### config.mk
export PLATFORM = sky130hd
export DESIGN_NAME = dco_code_encoder_flat
export DESIGN_NICKNAME = d
export VERILOG_FILES = /design/src/rtl/dco_code_encoder_if.sv /design/src/rtl/dco_code_encoder.sv /design/src/flat_wrapper.sv
export SDC_FILE = /design/constraint.sdc
export NUM_CORES = 1
export LEC_CHECK = 0
export CORE_MARGIN = 1.5
export CORE_UTILIZATION = 29
export CTS_CLUSTER_SIZE = 30
export DETAILED_ROUTE_END_ITERATION = 10
export PLACE_DENSITY = 0.52
export SKIP_CTS_REPAIR_TIMING = 1
export SLEW_MARGIN = 20
export SYNTH_ARGS = -nofsm -noshare
export SYNTH_HDL_FRONTEND = slang
export SYNTH_SLANG_ARGS = --single-unit
### constraint.sdc
create_clock -name clock -period 5.8 [get_ports clock]
set_input_delay 0.58 -clock clock [delete_from_list [all_inputs] [get_ports clock]]
set_output_delay 0.58 -clock clock [all_outputs]
set_load 0.05 [all_outputs]
### src/rtl/dco_code_encoder_if.sv
// rtl/dco_code_encoder_if.sv - target code handshake between loop filter and DCO encoder
interface dco_code_encoder_if #(
  parameter int INT_W  = 8,
  parameter int FRAC_W = 4
) ();
  logic              codeValid;
  logic              codeReady;
  logic [INT_W-1:0]  codeInt;
  logic [FRAC_W-1:0] codeFrac;

  modport master (output codeValid, output codeInt, output codeFrac, input codeReady);
  modport slave  (input codeValid, input codeInt, input codeFrac, output codeReady);
endinterface

### src/rtl/dco_code_encoder.sv
// rtl/dco_code_encoder.sv - rate-limited row/column thermometer encoder for the DCO matrix
// Optional sigma-delta dither on the fractional code is built when DCO_ENCODER_DITHER_EN is defined.
module dco_code_encoder #(
  parameter int NUM_DCO_MATRIX_ROWS       = 17,
  parameter int NUM_DCO_MATRIX_COLUMNS    = 15,
  parameter int NUM_DCO_CONTROL_BITS_INT  = 8,
  parameter int NUM_DCO_CONTROL_BITS_FRAC = 4,
  parameter int MAX_STEP                  = 4,
  parameter int RESET_CODE                = 0
) (
  input  logic                                clock,
  input  logic                                resetN,
  dco_code_encoder_if.slave                   code_if,
  output logic [NUM_DCO_MATRIX_ROWS-2:0]      rowSelect,
  output logic [NUM_DCO_MATRIX_COLUMNS-2:0]   colSelect,
  output logic                                dither,
  output logic [NUM_DCO_CONTROL_BITS_INT-1:0] codeNow,
  output logic                                settled
);
  localparam int ROWS     = NUM_DCO_MATRIX_ROWS;
  localparam int COLS     = NUM_DCO_MATRIX_COLUMNS;
  localparam int IB       = NUM_DCO_CONTROL_BITS_INT;
  localparam int QW       = $clog2(ROWS);
  localparam int RW       = $clog2(COLS);
  localparam int MAX_CODE = ROWS * COLS - 1;

  localparam logic [IB-1:0] MAX_C    = IB'(MAX_CODE);
  localparam logic [IB-1:0] STEP_C   = IB'(MAX_STEP);
  localparam logic [IB-1:0] COLS_C   = IB'(COLS);
  localparam logic [IB-1:0] RESET_C  = IB'(RESET_CODE);
  localparam logic [QW-1:0] RESET_Q  = QW'(RESET_CODE / COLS);
  localparam logic [RW-1:0] RESET_R  = RW'(RESET_CODE % COLS);

  typedef enum logic {S_IDLE, S_SLEW} state_t;

  function automatic logic [ROWS-2:0] row_therm(input logic [QW-1:0] q);
    logic [ROWS-2:0] v;
    for (int i = 0; i < ROWS - 1; i++) v[i] = !(i < int'(q));
    return v;
  endfunction

  function automatic logic [COLS-2:0] col_therm(input logic [RW-1:0] r);
    logic [COLS-2:0] v;
    for (int j = 0; j < COLS - 1; j++) v[j] = !(j < int'(r));
    return v;
  endfunction

  state_t          r_state, w_state_nxt;
  logic [IB-1:0]   r_code, r_target;
  logic [QW-1:0]   r_q;
  logic [RW-1:0]   r_r;
  logic [ROWS-2:0] r_row_sel;
  logic [COLS-2:0] r_col_sel;
  logic            r_settled;

  logic            w_accept, w_up;
  logic [IB-1:0]   w_clamped, w_dist, w_step, w_r_ext, w_r_tmp, w_code_step, w_code_nxt;
  logic [QW-1:0]   w_q_nxt;
  logic [RW-1:0]   w_r_nxt;

  assign w_accept  = code_if.codeValid && (r_state == S_IDLE);
  assign w_clamped = (code_if.codeInt > MAX_C) ? MAX_C : code_if.codeInt;
  assign w_up      = r_target > r_code;
  assign w_dist    = w_up ? (r_target - r_code) : (r_code - r_target);
  assign w_step    = (w_dist > STEP_C) ? STEP_C : w_dist;
  assign w_r_ext   = IB'(r_r);

  // Column index walks with at most one wrap into the next/previous row per step.
  always_comb begin
    w_q_nxt     = r_q;
    w_r_tmp     = w_r_ext;
    w_code_step = r_code;
    if (w_up) begin
      w_code_step = r_code + w_step;
      w_r_tmp     = w_r_ext + w_step;
      if (w_r_tmp >= COLS_C) begin
        w_r_tmp = w_r_tmp - COLS_C;
        w_q_nxt = r_q + QW'(1);
      end
    end else begin
      w_code_step = r_code - w_step;
      if (w_r_ext < w_step) begin
        w_r_tmp = w_r_ext + COLS_C - w_step;
        w_q_nxt = r_q - QW'(1);
      end else begin
        w_r_tmp = w_r_ext - w_step;
      end
    end
  end

  assign w_r_nxt    = w_r_tmp[RW-1:0];
  assign w_code_nxt = (r_state == S_SLEW) ? w_code_step : r_code;

  always_ff @(posedge clock or negedge resetN) begin
    if (!resetN) r_state <= S_IDLE;
    else         r_state <= w_state_nxt;
  end

  always_comb begin
    w_state_nxt = r_state;
    case (r_state)
      S_IDLE: if (w_accept && (w_clamped != r_code)) w_state_nxt = S_SLEW;
      S_SLEW: if (w_code_step == r_target) w_state_nxt = S_IDLE;
      default: w_state_nxt = S_IDLE;
    endcase
  end

  always_ff @(posedge clock or negedge resetN) begin
    if (!resetN) begin
      r_code    <= RESET_C;
      r_target  <= RESET_C;
      r_q       <= RESET_Q;
      r_r       <= RESET_R;
      r_row_sel <= row_therm(RESET_Q);
      r_col_sel <= col_therm(RESET_R);
      r_settled <= 1'b1;
    end else if (r_state == S_SLEW) begin
      r_code    <= w_code_step;
      r_q       <= w_q_nxt;
      r_r       <= w_r_nxt;
      r_row_sel <= row_therm(w_q_nxt);
      r_col_sel <= col_therm(w_r_nxt);
      if (w_code_step == r_target) r_settled <= 1'b1;
    end else if (w_accept) begin
      r_target  <= w_clamped;
      r_settled <= (w_clamped == r_code);
    end
  end

`ifdef DCO_ENCODER_DITHER_EN
  localparam int FB = NUM_DCO_CONTROL_BITS_FRAC;
  logic [FB-1:0] r_acc, r_frac;
  logic          r_dither;
  logic [FB:0]   w_sum;

  assign w_sum = {1'b0, r_acc} + {1'b0, r_frac};

  // Accumulator free-runs across accepts; the newly latched fraction takes effect next edge.
  always_ff @(posedge clock or negedge resetN) begin
    if (!resetN) begin
      r_acc    <= '0;
      r_frac   <= '0;
      r_dither <= 1'b0;
    end else begin
      r_acc    <= w_sum[FB-1:0];
      r_dither <= w_sum[FB] && (w_code_nxt != MAX_C);
      if (w_accept) r_frac <= code_if.codeFrac;
    end
  end

  assign dither = r_dither;
`else
  logic w_unused_frac;
  logic w_unused_code_nxt;
  assign w_unused_frac     = ^code_if.codeFrac;
  assign w_unused_code_nxt = ^w_code_nxt;
  assign dither            = 1'b0;
`endif

  assign code_if.codeReady = (r_state == S_IDLE);
  assign codeNow           = r_code;
  assign rowSelect         = r_row_sel;
  assign colSelect         = r_col_sel;
  assign settled           = r_settled;
endmodule

### src/flat_wrapper.sv
// flat-port wrapper written by rule: the top's interface ports become plain ports
module dco_code_encoder_flat 
#(
  parameter int NUM_DCO_MATRIX_ROWS       = 17,
  parameter int NUM_DCO_MATRIX_COLUMNS    = 15,
  parameter int NUM_DCO_CONTROL_BITS_INT  = 8,
  parameter int NUM_DCO_CONTROL_BITS_FRAC = 4,
  parameter int MAX_STEP                  = 4,
  parameter int RESET_CODE                = 0
)
  (clock, resetN, rowSelect, colSelect, dither, codeNow, settled, code_if_codeValid, code_if_codeInt, code_if_codeFrac, code_if_codeReady);
  dco_code_encoder_if #(.INT_W(8), .FRAC_W(4)) code_if_i ();
  input  logic clock;
  input  logic resetN;
  output logic [NUM_DCO_MATRIX_ROWS-2:0] rowSelect;
  output logic [NUM_DCO_MATRIX_COLUMNS-2:0] colSelect;
  output logic dither;
  output logic [NUM_DCO_CONTROL_BITS_INT-1:0] codeNow;
  output logic settled;
  input wire logic [$bits(code_if_i.codeValid)-1:0] code_if_codeValid;
  input wire logic [$bits(code_if_i.codeInt)-1:0] code_if_codeInt;
  input wire logic [$bits(code_if_i.codeFrac)-1:0] code_if_codeFrac;
  output wire logic [$bits(code_if_i.codeReady)-1:0] code_if_codeReady;
  assign code_if_i.codeValid = code_if_codeValid;
  assign code_if_i.codeInt = code_if_codeInt;
  assign code_if_i.codeFrac = code_if_codeFrac;
  assign code_if_codeReady = code_if_i.codeReady;
  dco_code_encoder #(.NUM_DCO_MATRIX_ROWS(NUM_DCO_MATRIX_ROWS), .NUM_DCO_MATRIX_COLUMNS(NUM_DCO_MATRIX_COLUMNS), .NUM_DCO_CONTROL_BITS_INT(NUM_DCO_CONTROL_BITS_INT), .NUM_DCO_CONTROL_BITS_FRAC(NUM_DCO_CONTROL_BITS_FRAC), .MAX_STEP(MAX_STEP), .RESET_CODE(RESET_CODE)) u_core (.clock(clock), .resetN(resetN), .code_if(code_if_i), .rowSelect(rowSelect), .colSelect(colSelect), .dither(dither), .codeNow(codeNow), .settled(settled));
endmodule
==> results, run 1 <==
- In this run, synthesis produced a sequential element count of 57.
- After detailed routing, the number of remaining DRC violations is 0.
- The required time at the worst-slack endpoint is 6030 ps.
- The number of global-route vias before repair is 3,675.
- The worst setup path is captured at a register.
- The relative slew slack is 0.503.
- Of the post-synthesis cell area, the dominant cell type holds 0.187.
- The clock skew after layout is 7.52 ps.
- Based on the critical path, the design can be clocked at up to 182 MHz.
- The final net count is 613.
- Of the cells placed in the final design, the portion with a size suffix greater than 1 is 0.229.
- The final count of negative-setup-slack endpoints is 0.
- The count of clock tree sinks is 57.
- Counting flops with an async set or reset pin after synthesis yields a share of 1.00.
- Subtracting the final worst setup slack from the clock period gives 5510 ps.
- The number of nets with antenna violations after routing is 0.
- The maximum net fanout on the critical path is 12.
- The aggregate routed wire length is 11,500 um.
- The worst stage delay on the critical path is 560 ps.
- The overall die width is 126 um.
- The most frequent cell on the critical path is sky130_fd_sc_hd__ha_2.
- Clock-pin slew was measured on the worst setup and hold paths at 50 ps.
- Dividing the synthesized area by the synthesized cell count gives 9.03 um2.
- The area inside the core boundary is 14,600 um2.
- The worst-margin pin slew is 746 ps.
- Dividing the detail-routed wire length by the instance count gives 15.5 um.
- The routed layout has 3,694 vias.
- The slowest stage cell on the critical path is sky130_fd_sc_hd__or4_1.
- The floorplan step defined a die boundary enclosing 15,800 um2.
- Summing every instance area after synthesis gives 4360 um2.
- The clock tree from TritonCTS is yes.
- The classification of the worst setup path is register to register.
- The buffering stage count on the worst path with inverters included is 3.
- Entering global routing, the biggest net connects 58 pins.
- The synthesized netlist contains 66 unique library cells.
- Buffers inserted during clock tree synthesis total 9.
- The period utilization is 0.950.
- Including well taps, the total number of placed cells is 722.
- The cell family contributing the most delay on the critical path is simple AND/OR/NAND/NOR gates.
- 0 antenna diodes ended up in the layout.
- After technology mapping, the gate count stands at 483.
- Traced cell by cell, the critical path runs through ha_2 -> fa_2 -> nand2b_1 -> a211oi_2 -> o21ai_2 -> buf_4 -> buf_4 -> mux2i_1 -> xnor2_1 -> a21oi_1 -> or3_4 -> inv_2 -> ha_2 -> ha_4 -> ha_2 -> nand2_1 -> or4_1 -> o211ai_4 -> mux2i_1 -> mux2_2 -> nand2_1 -> a211oi_1.
- The sequential fraction of the synthesis area is 0.336.
- The commonest non-fill, non-tap cell in the layout is sky130_fd_sc_hd__clkdlybuf4s50_1.
- The number of hold-slack violations in the final timing report is 0.
- Dividing the detail-routed via count by the number of cells gives 4.97.
- Sorting the synthesized cells by area gives the leading types as sky130_fd_sc_hd__dfstp_2 (19%), sky130_fd_sc_hd__dfrtp_1 (15%), sky130_fd_sc_hd__ha_1 (11%), sky130_fd_sc_hd__xnor2_1 (4.8%), sky130_fd_sc_hd__nand2_1 (4.0%).
- The library cells used most frequently in the layout, excluding fill and tap cells, are sky130_fd_sc_hd__clkdlybuf4s50_1 (49), sky130_fd_sc_hd__nand2_1 (46), sky130_fd_sc_hd__inv_1 (38).
- The number of flops mapped to enable cells by yosys is 0.
- sky130_fd_sc_hd__dfstp_2 takes more of the synthesized area than any other cell.
- From synthesis to final layout, the design area changed by 32.1%.
- Yosys printed 0 warnings.
- The length of the first detailed-routing pass in iterations is 5.
- Data on the critical path arrives at its endpoint at 5740 ps.
- The flow ran to the end, and the final reports show no timing, DRC or antenna violations.
- Leaving out filler cells and counting taps, the final layout contains 744.
- 56 I/O pins were placed.
- The most used flip-flop cell after synthesis is sky130_fd_sc_hd__dfstp_2.
- The max-capacitance violation count is 0.
- The congestion estimate from routability-driven global placement came to 0.806.
- The clock tree root buffer cell is sky130_fd_sc_hd__clkbuf_16.
- In this run the deepest clock path goes through 2 buffers.
- The worst setup path is launched from a register.
- During placement, the flow inserted port buffers numbering 50.
- The floorplan has 44 rows.
- The final HPWL from detailed placement is 8470 um.
- The H-tree was split into 3 levels.
- For this configuration, the core starts out at a cell density of 0.299.
- The clock latency at the later pin of the worst-skew pair is 330 ps.
- The final count of pins violating max slew is 0.
- The total congestion overflow is 0.
- The number of design-rule violations left by the first detailed-router iteration is 132.
- From bottom edge to top edge, the die measures 126 um.
- In the global route stage, overall resource usage came out at 0.146.
- The count of filler cells inserted in the layout is 1,441.
- The first global-routing pass estimated 18,600 um of wire.
- The number of antenna violations at the first check in global routing is 0.
- The path class of the tightest hold or removal check is input pin to asynchronous set/reset pin.
-- logic make-up after synthesis --
group / count (synthesis) / share of synthesized area
and+or+nand+nor: 139 / 0.159
AOI/OAI and AO/OA: 126 / 0.194
buffers and inverters: 59 / 0.0531
DFF: 57 / 0.336
adders and majority gates: 43 / 0.132
xor gates and xnor gates: 41 / 0.0841
muxes: 16 / 0.0393
other: 2 / 0.00172
-- sequential cells by signal, indices dropped and copies added (netlist names) --
register and flops:
u_core.colSelect 14, u_core.r_state 1, u_core.settled 1, u_core.rowSelect 16, u_core.r_target 8, u_core.codeNow 8, u_core.r_q 5, u_core.r_r 4
-- path summary, 6_finish.rpt --
check / startpoint / to / slack (ps) / depth (start not counted)
max in group asynchronous: resetN / u_core.codeNow[1] / 4870 / 2
worst min-delay path: resetN / u_core.r_target[7] / 400 / 2
worst max-delay path: u_core.codeNow[0] / u_core.colSelect[4] / 290 / 22
min in group clock: u_core.rowSelect[7] / u_core.rowSelect[7] / 470 / 2
worst max register to register: u_core.codeNow[0] / u_core.colSelect[4] / 290 / 22
worst min register to register: u_core.rowSelect[7] / u_core.rowSelect[7] / 470 / 2
-- through the flow --
step | hold WS [ps] | utilization | cell area (um2) | setup slack [ps] | setup TNS [ps]
floorplan | 284 | - | 4370 | 221 | 0
global placement | 451 | 0.355 | 5180 | 92.9 | 0
detailed placement | 456 | 0.355 | 5180 | -74.1 | -168
CTS | 430 | 0.379 | 5530 | -97.0 | -430
global route | 459 | 0.395 | 5760 | -73.1 | -376
finish | 396 | 0.395 | 5760 | 291 | 0
-- Yosys cell counts (6+ instances only) --
library cell / count
sky130_fd_sc_hd__nand2_1: 46
sky130_fd_sc_hd__inv_1: 39
sky130_fd_sc_hd__ha_1: 38
sky130_fd_sc_hd__nor2_1: 35
sky130_fd_sc_hd__o21ai_0: 33
sky130_fd_sc_hd__dfstp_2: 31
sky130_fd_sc_hd__a21oi_1: 26
sky130_fd_sc_hd__dfrtp_1: 26
sky130_fd_sc_hd__xnor2_1: 24
sky130_fd_sc_hd__xor2_1: 16
sky130_fd_sc_hd__clkbuf_1: 10
sky130_fd_sc_hd__mux2i_1: 10
sky130_fd_sc_hd__a21o_1: 9
sky130_fd_sc_hd__o2bb2ai_1: 9
sky130_fd_sc_hd__nand3_1: 8
sky130_fd_sc_hd__a31oi_1: 7
sky130_fd_sc_hd__nand2b_1: 7
sky130_fd_sc_hd__or3_1: 6
-- metal layers --
metal / wire, um / part of all wire / up-vias / GRT usage
met3: 460 / 0.040 / 9 / 0.0231
met2: 5140 / 0.45 / 65 / 0.227
met4: 133 / 0.012 / 0 / 0.0408
met5: 0 / 0 / - / 0
met1: 5800 / 0.50 / 1793 / 0.210
li1: - / - / 1827 / -
-- cell type report --
type                    count  area, um2  share of cell area
clock buffers               9        225              0.0391
clock inverters             7        128              0.0222
inverters                  40        150              0.0261
multi-input cells         369       2850               0.495
flip-flops and latches     57       1470               0.255
well taps                 184        230              0.0400
repair buffers             78        706               0.123
Power of run 1 is not shown: default switching activity piles up to over one toggle a cycle in this logic, so the estimate is an artifact.
==> run 2, diff against run 1 <==
--- a/config.mk
+++ b/config.mk
@@ -5,13 +5,12 @@
 export SDC_FILE = /design/constraint.sdc
 export NUM_CORES = 1
 export LEC_CHECK = 0
-export CORE_MARGIN = 1.5
+export CORE_ASPECT_RATIO = 1.1
 export CORE_UTILIZATION = 29
 export CTS_CLUSTER_SIZE = 30
 export DETAILED_ROUTE_END_ITERATION = 10
 export PLACE_DENSITY = 0.52
 export SKIP_CTS_REPAIR_TIMING = 1
-export SLEW_MARGIN = 20
 export SYNTH_ARGS = -nofsm -noshare
 export SYNTH_HDL_FRONTEND = slang
 export SYNTH_SLANG_ARGS = --single-unit
==> run 2 against run 1 <==
Maximum frequency rose by 0.13%. Highest routed layer unchanged. Global-route usage grew 0.65 points. Via count shrank 0.46%. Final area is 1.9% lower. Critical path type unchanged. Clock-buffer cell count is 1 higher. Non-clock buffer count decreased by 9.
==> results, run 2 (synthesized netlist as in run 1, its figures left out) <==
- The run finished with clean final reports.
- The clock tree root buffer cell is sky130_fd_sc_hd__clkbuf_16.
- The starting density of the core is 0.299 (+0.000565).
- The number of nets with antenna violations after routing is 0 (unchanged).
- The die outline height is 131 um (+4.0%).
- The DRC violations left is 0 (unchanged).
- The buffering stage count on the worst path with inverters included came to 3 (unchanged).
- The final count of pins violating max slew was 0 (unchanged).
- The classification of the worst setup path is register to register.
- The worst-margin pin slew is 1080 ps (+339 ps).
- The overall die width is 119 um (-5.3%).
- The number of design-rule violations left by the first detailed-router iteration is 209 (+58%).
- The final core utilization is 0.388 (-0.00690).
- The aggregate routed wire length is 11,500 um (-0.14%).
- The post-route worst hold slack is 400 ps (+4.60 ps).
- The pin count of the biggest net entering global routing is 58 (unchanged).
- In the layout the commonest cells are sky130_fd_sc_hd__clkdlybuf4s50_1 (49), sky130_fd_sc_hd__nand2_1 (46), sky130_fd_sc_hd__inv_1 (38).
- The maximum clock rate came to 182 MHz (+0.13%).
- The final count of negative-setup-slack endpoints is 0 (unchanged).
- The critical path goes through inv_1 -> ha_1 -> fa_1 -> nand2b_1 -> a211oi_2 -> o21ai_2 -> mux2i_2 -> xnor2_2 -> nand4_1 -> buf_4 -> nor2b_2 -> inv_1 -> ha_1 -> and3_1 -> o211ai_1 -> and4bb_2 -> nor4_4 -> xnor2_2 -> o41a_1 -> mux2_4 -> nand3b_4 -> o2bb2ai_1.
- The clock latency at the later pin of the worst-skew pair is 330 ps (about the same).
- The final design instance area without fill was 5650 um2 (-1.9%).
- The relative slew slack is 0.276 (-0.227).
- The worst register-to-register path ends at u_core.rowSelect[0].
- The worst reg-to-reg path cell count was 22 (unchanged).
- The worst stage delay on the critical path came to 480 ps (-80 ps).
- The length of the first detailed-routing pass in iterations is 4 (-1).
- The H-tree depth is 3 (unchanged).
- The period utilization is 0.949 (-0.00127).
- The average routed wire per standard cell is 15.5 um (about the same).
- The area inside the core boundary is 14,600 um2 (-0.19%).
- The number of antenna violations at the first check in global routing came to 0 (unchanged).
- The total congestion overflow was 0 (unchanged).
- STA classifies the critical path startpoint as a register.
- The register clock-pin slew on the reported worst setup and hold paths was 60 ps (about the same).
- The final HPWL from detailed placement was 8440 um (-0.36%).
- The count of filler cells inserted in the layout came to 1,457 (+1.1%).
- The slack of the worst reg-to-reg path is 300 ps (about the same).
- The final net count is 604 (-1.5%).
- The reg-to-reg critical path startpoint is u_core.r_target[0].
- TritonCTS built the clock tree.
- The largest delay contributor family on the critical path is simple AND/OR/NAND/NOR gates.
- The number of global-route vias before repair came to 3,699 (+0.65%).
- The maximum net fanout on the critical path was 10 (-2).
- STA classifies the critical path endpoint as a register.
- The number of rows created at floorplan is 46 (+4.5%).
- The overall via count from detail_route is 3,677 (-0.46%).
- The number of flip-flops under the largest register name was 16 (unchanged).
- The count of clock tree sinks is 57 (unchanged).
- The total routing resource utilization after global routing is 0.153 (+0.00651).
- The multi-input logic area came to 2830 um2 (-0.92%).
- The max-capacitance violation count is 0 (unchanged).
- The boundary pin count came to 56 (unchanged).
- The class of the tightest hold or removal check is input pin to asynchronous set/reset pin.
- The ratio of cells with drive above 1 in the final layout was 0.212 (-0.0162).
- The first-pass GRT wire length is 18,800 um (+0.97%).
- The number of hold-slack violations in the final timing report came to 0 (unchanged).
- The buffer levels on the longest clock path was 2 (unchanged).
- The post-placement cell area is 5140 um2 (-0.68%).
- The sequential standard cell area is 1470 um2 (+0.17%).
- The library cell used most frequently in the layout, excluding fill and tap cells, is sky130_fd_sc_hd__clkdlybuf4s50_1.
- The number of buffers inserted by port buffering is 50 (unchanged).
- The floorplan die area was 15,500 um2 (-1.6%).
- The TritonCTS buffer count is 9 (unchanged).
- The placer congestion estimate is 0.815 (+1.2%).
- The required time at the worst-slack endpoint came to 6060 ps (+30 ps).
- The clock skew after layout is 9.17 ps (+1.64 ps).
- Among all stages on the critical path, the largest delay is contributed by sky130_fd_sc_hd__o41a_1.
- The arrival time of data at the critical path endpoint is 5760 ps (+20 ps).
- Relative to the synthesized area, the layout overhead comes to 29.6%.
- The antenna diode count was 0 (unchanged).
- The routed via count divided by cell count is 4.95 (-0.33%).
- The time the final worst path needs with I/O delays and setup is 5500 ps (-7.34 ps).
run 2: area by class of cell:
class | count | share of cell area
multi-input cells | 369 | 0.501
inverters | 40 | 0.0266
flip-flops and latches | 57 | 0.260
clock inverters | 6 | 0.0128
well taps | 192 | 0.0425
repair buffers | 69 | 0.113
clock buffers | 10 | 0.0443
run 2: per-layer routing:
metal  vias to the layer above  global-route usage  wire length [um]
li1                       1811                   -                 -
met1                      1799               0.213              5750
met2                        56               0.240              5250
met3                        11              0.0247               362
met4                         0              0.0521               156
met5                         -                   0                 0
run 2: worst reg2reg max path: stages (launching register included):
cell and delay (ps):
sky130_fd_sc_hd__dfrtp_1 390, sky130_fd_sc_hd__inv_1 70, sky130_fd_sc_hd__ha_1 210, sky130_fd_sc_hd__fa_1 420, sky130_fd_sc_hd__nand2b_1 200, sky130_fd_sc_hd__a211oi_2 310
sky130_fd_sc_hd__o21ai_2 160, sky130_fd_sc_hd__mux2i_2 290, sky130_fd_sc_hd__xnor2_2 160, sky130_fd_sc_hd__nand4_1 190, sky130_fd_sc_hd__buf_4 210, sky130_fd_sc_hd__nor2b_2 140
sky130_fd_sc_hd__inv_1 80, sky130_fd_sc_hd__ha_1 320, sky130_fd_sc_hd__and3_1 190, sky130_fd_sc_hd__o211ai_1 70, sky130_fd_sc_hd__and4bb_2 300, sky130_fd_sc_hd__nor4_4 340
sky130_fd_sc_hd__xnor2_2 160, sky130_fd_sc_hd__o41a_1 490, sky130_fd_sc_hd__mux2_4 380, sky130_fd_sc_hd__nand3b_4 190, sky130_fd_sc_hd__o2bb2ai_1 170
run 2: how the worst max path moves through the flow:
stage / from / to / slack (ps) / cells past startpoint
floorplan: u_core.codeNow[1] / u_core.rowSelect[0] / 220 / 24
global placement: u_core.r_target[0] / u_core.colSelect[8] / 120 / 22
detailed placement: u_core.r_target[0] / u_core.colSelect[8] / -30 / 22
CTS: u_core.r_target[0] / u_core.colSelect[8] / -20 / 22
global route: u_core.r_target[0] / u_core.colSelect[8] / -20 / 24
finish: u_core.r_target[0] / u_core.rowSelect[0] / 300 / 22
run 2: stage by stage:
stage,TNS (ps),instances,setup WS [ps]
final,0,743,298
after global routing,-78.9,743,-23.9
after CTS,-17.8,740,-15.8
after detailed placement,-26.7,724,-26.7
after global placement,0,724,125
after floorplan,0,485,221
Power of run 2 is left out for the same reason.
==> run 3, diff against run 2 <==
--- a/config.mk
+++ b/config.mk
@@ -9,6 +9,7 @@
 export CORE_UTILIZATION = 29
 export CTS_CLUSTER_SIZE = 30
 export DETAILED_ROUTE_END_ITERATION = 10
+export MAX_ROUTING_LAYER = met4
 export PLACE_DENSITY = 0.52
 export SKIP_CTS_REPAIR_TIMING = 1
 export SYNTH_ARGS = -nofsm -noshare
==> run 3 against run 2 <==
Global-route usage is 0.49 points higher. Via count grew 0.60%. Flip-flop and latch count unchanged. Die area is the same. Hold slack gained 5.9 ps. Critical path depth unchanged. Setup slack got worse by 7.3 ps. Maximum frequency shrank 0.13%. Register-to-register slack barely moved. Final area stayed put. Clock skew about the same. Critical endpoint is now u_core.colSelect[8].
==> results, run 3 (synthesized netlist as in run 1, its figures left out) <==
- The flow ran to the end, and the final reports show no timing, DRC or antenna violations.
- The H-tree depth was 3 (unchanged).
- The period utilization is 0.950 (+0.00126).
- The count of clock tree sinks was 57 (unchanged).
- The antenna diode count was 0 (unchanged).
- The aggregate routed wire length is 11,500 um (+0.11%).
- The clock tree from TritonCTS is yes.
- The number of flip-flops under the largest register name came to 16 (unchanged).
- The maximum clock rate is 182 MHz (-0.13%).
- The number of hold-slack violations in the final timing report was 0 (unchanged).
- The clock latency at the later pin of the worst-skew pair is 330 ps (about the same).
- The DRC violations left is 0 (unchanged).
- The relative slew slack is 0.276 (about the same).
- The critical path goes through inv_1 -> ha_1 -> fa_1 -> nand2b_1 -> a211oi_2 -> o21ai_2 -> mux2i_2 -> xnor2_2 -> nand4_1 -> or3_4 -> inv_2 -> ha_1 -> inv_1 -> ha_2 -> nand2_1 -> or4_1 -> o211ai_2 -> buf_4 -> mux2i_2 -> mux2_4 -> nand2_1 -> o311ai_1.
- The ratio of cells with drive above 1 in the final layout is 0.212 (unchanged).
- The total routing resource utilization after global routing came to 0.157 (+0.00485).
- The TritonCTS buffer count is 9 (unchanged).
- The pin count of the biggest net entering global routing was 58 (unchanged).
- The final count of pins violating max slew is 0 (unchanged).
- The arrival time of data at the critical path endpoint is 5730 ps (-30 ps).
- The maximum net fanout on the critical path is 5 (-5).
- The final net count came to 604 (unchanged).
- The first-pass GRT wire length is 18,800 um (about the same).
- The register clock-pin slew on the reported worst setup and hold paths is 60 ps (about the same).
- STA classifies the critical path startpoint as a register.
- The time the final worst path needs with I/O delays and setup came to 5510 ps (+7.30 ps).
- The number of nets with antenna violations after routing is 0 (unchanged).
- The area inside the core boundary is 14,600 um2 (unchanged).
- The overall via count from detail_route is 3,699 (+0.60%).
- The number of antenna violations at the first check in global routing is 0 (unchanged).
- The buffer levels on the longest clock path came to 2 (unchanged).
- The placed instance count was 724 (unchanged).
- The class of the tightest hold or removal check is input pin to asynchronous set/reset pin.
- The library cell used most frequently in the layout, excluding fill and tap cells, is sky130_fd_sc_hd__clkdlybuf4s50_1.
- The clock skew after layout was 8.70 ps (-0.468 ps).
- The number of buffers inserted by port buffering is 50 (unchanged).
- The root buffer cell chosen for the clock tree is sky130_fd_sc_hd__clkbuf_16.
- The worst stage delay on the critical path was 540 ps (+60 ps).
- The number of rows created at floorplan is 46 (unchanged).
- The average routed wire per standard cell is 15.5 um (+0.11%).
- The number of design-rule violations left by the first detailed-router iteration is 204 (-2.4%).
- The post-synthesis to final-layout area growth is 29.6% (unchanged).
- The placer congestion estimate is 0.828 (+1.5%).
- The type of element capturing the critical path is a register.
- The number of global-route vias before repair is 3,700 (+0.027%).
- The length of the first detailed-routing pass in iterations is 4 (unchanged).
- The overall die width is 119 um (unchanged).
- The worst-margin pin slew is 1080 ps (-0.295 ps).
- The final core utilization was 0.388 (unchanged).
- The final count of negative-setup-slack endpoints is 0 (unchanged).
- The max-capacitance violation count is 0 (unchanged).
- The required time at the worst-slack endpoint was 6020 ps (-40 ps).
- The starting density of the core came to 0.299 (unchanged).
- The largest individual stage delay along the critical path comes from the cell sky130_fd_sc_hd__or4_1.
- The total congestion overflow came to 0 (unchanged).
- Leaving out fill and tap cells, the most frequent cells in the layout are sky130_fd_sc_hd__clkdlybuf4s50_1 (49), sky130_fd_sc_hd__nand2_1 (46), sky130_fd_sc_hd__inv_1 (38).
- The classification of the worst setup path is register to register.
- The final HPWL from detailed placement came to 8440 um (unchanged).
- The post-layout instance count excluding filler cells is 743 (unchanged).
- The boundary pin count is 56 (unchanged).
- The die outline height is 131 um (unchanged).
- The routed via count divided by cell count was 4.98 (+0.60%).
- The floorplan die area came to 15,500 um2 (unchanged).
## run 3: routing by layer
| layer | vias up | track usage | share of wire |
|---|---|---|---|
| li1 | 1812 | - | - |
| met1 | 1814 | 0.214 | 0.50 |
| met2 | 62 | 0.240 | 0.45 |
| met3 | 11 | 0.0234 | 0.031 |
| met4 | 0 | 0.0521 | 0.013 |
| met5 | - | - | 0 |
## run 3: layout make-up
cell class	count	area, um2
clock inverters	6	72.6
fillers	1457	8910
multi-input cells	369	2830
well taps	192	240
repair buffers	69	638
inverters	40	150
flip-flops and latches	57	1470
clock buffers	10	250
## run 3: per-stage QoR
stage               setup TNS [ps]  area, um2  hold slack (ps)  setup WS, ps
floorplan                        0       4370              284           221
detailed placement           -26.7       5140              461         -26.7
finish                           0       5650              406           291
global route                 -78.4       5650              481         -23.9
CTS                          -17.8       5460              437         -15.8
global placement                 0       5140              458           125
## run 3: path summary, 6_finish.rpt
kind / slack [ps] / end / from / cells past startpoint
max: 290 / u_core.colSelect[8] / u_core.r_target[0] / 22
min: 410 / u_core.r_target[7] / resetN / 2
max reg2reg: 290 / u_core.colSelect[8] / u_core.r_target[0] / 22
min reg2reg: 470 / u_core.rowSelect[3] / u_core.rowSelect[3] / 2
max in group asynchronous: 4870 / u_core.codeNow[1] / resetN / 2
min in group clock: 470 / u_core.rowSelect[3] / u_core.rowSelect[3] / 2
## run 3: worst max-delay path: cells and delay by family (launching register included)
kind | cells | cell delay, ps
AND/OR/NAND/NOR | 6 | 1560
multiplexers | 3 | 760
flip-flops | 1 | 390
buffers and inverters | 4 | 440
XOR/XNOR | 1 | 160
AO/OA/AOI/OAI | 4 | 980
adder cells (fa/ha/maj) | 4 | 1100
Power of run 3 is left out for the same reason.
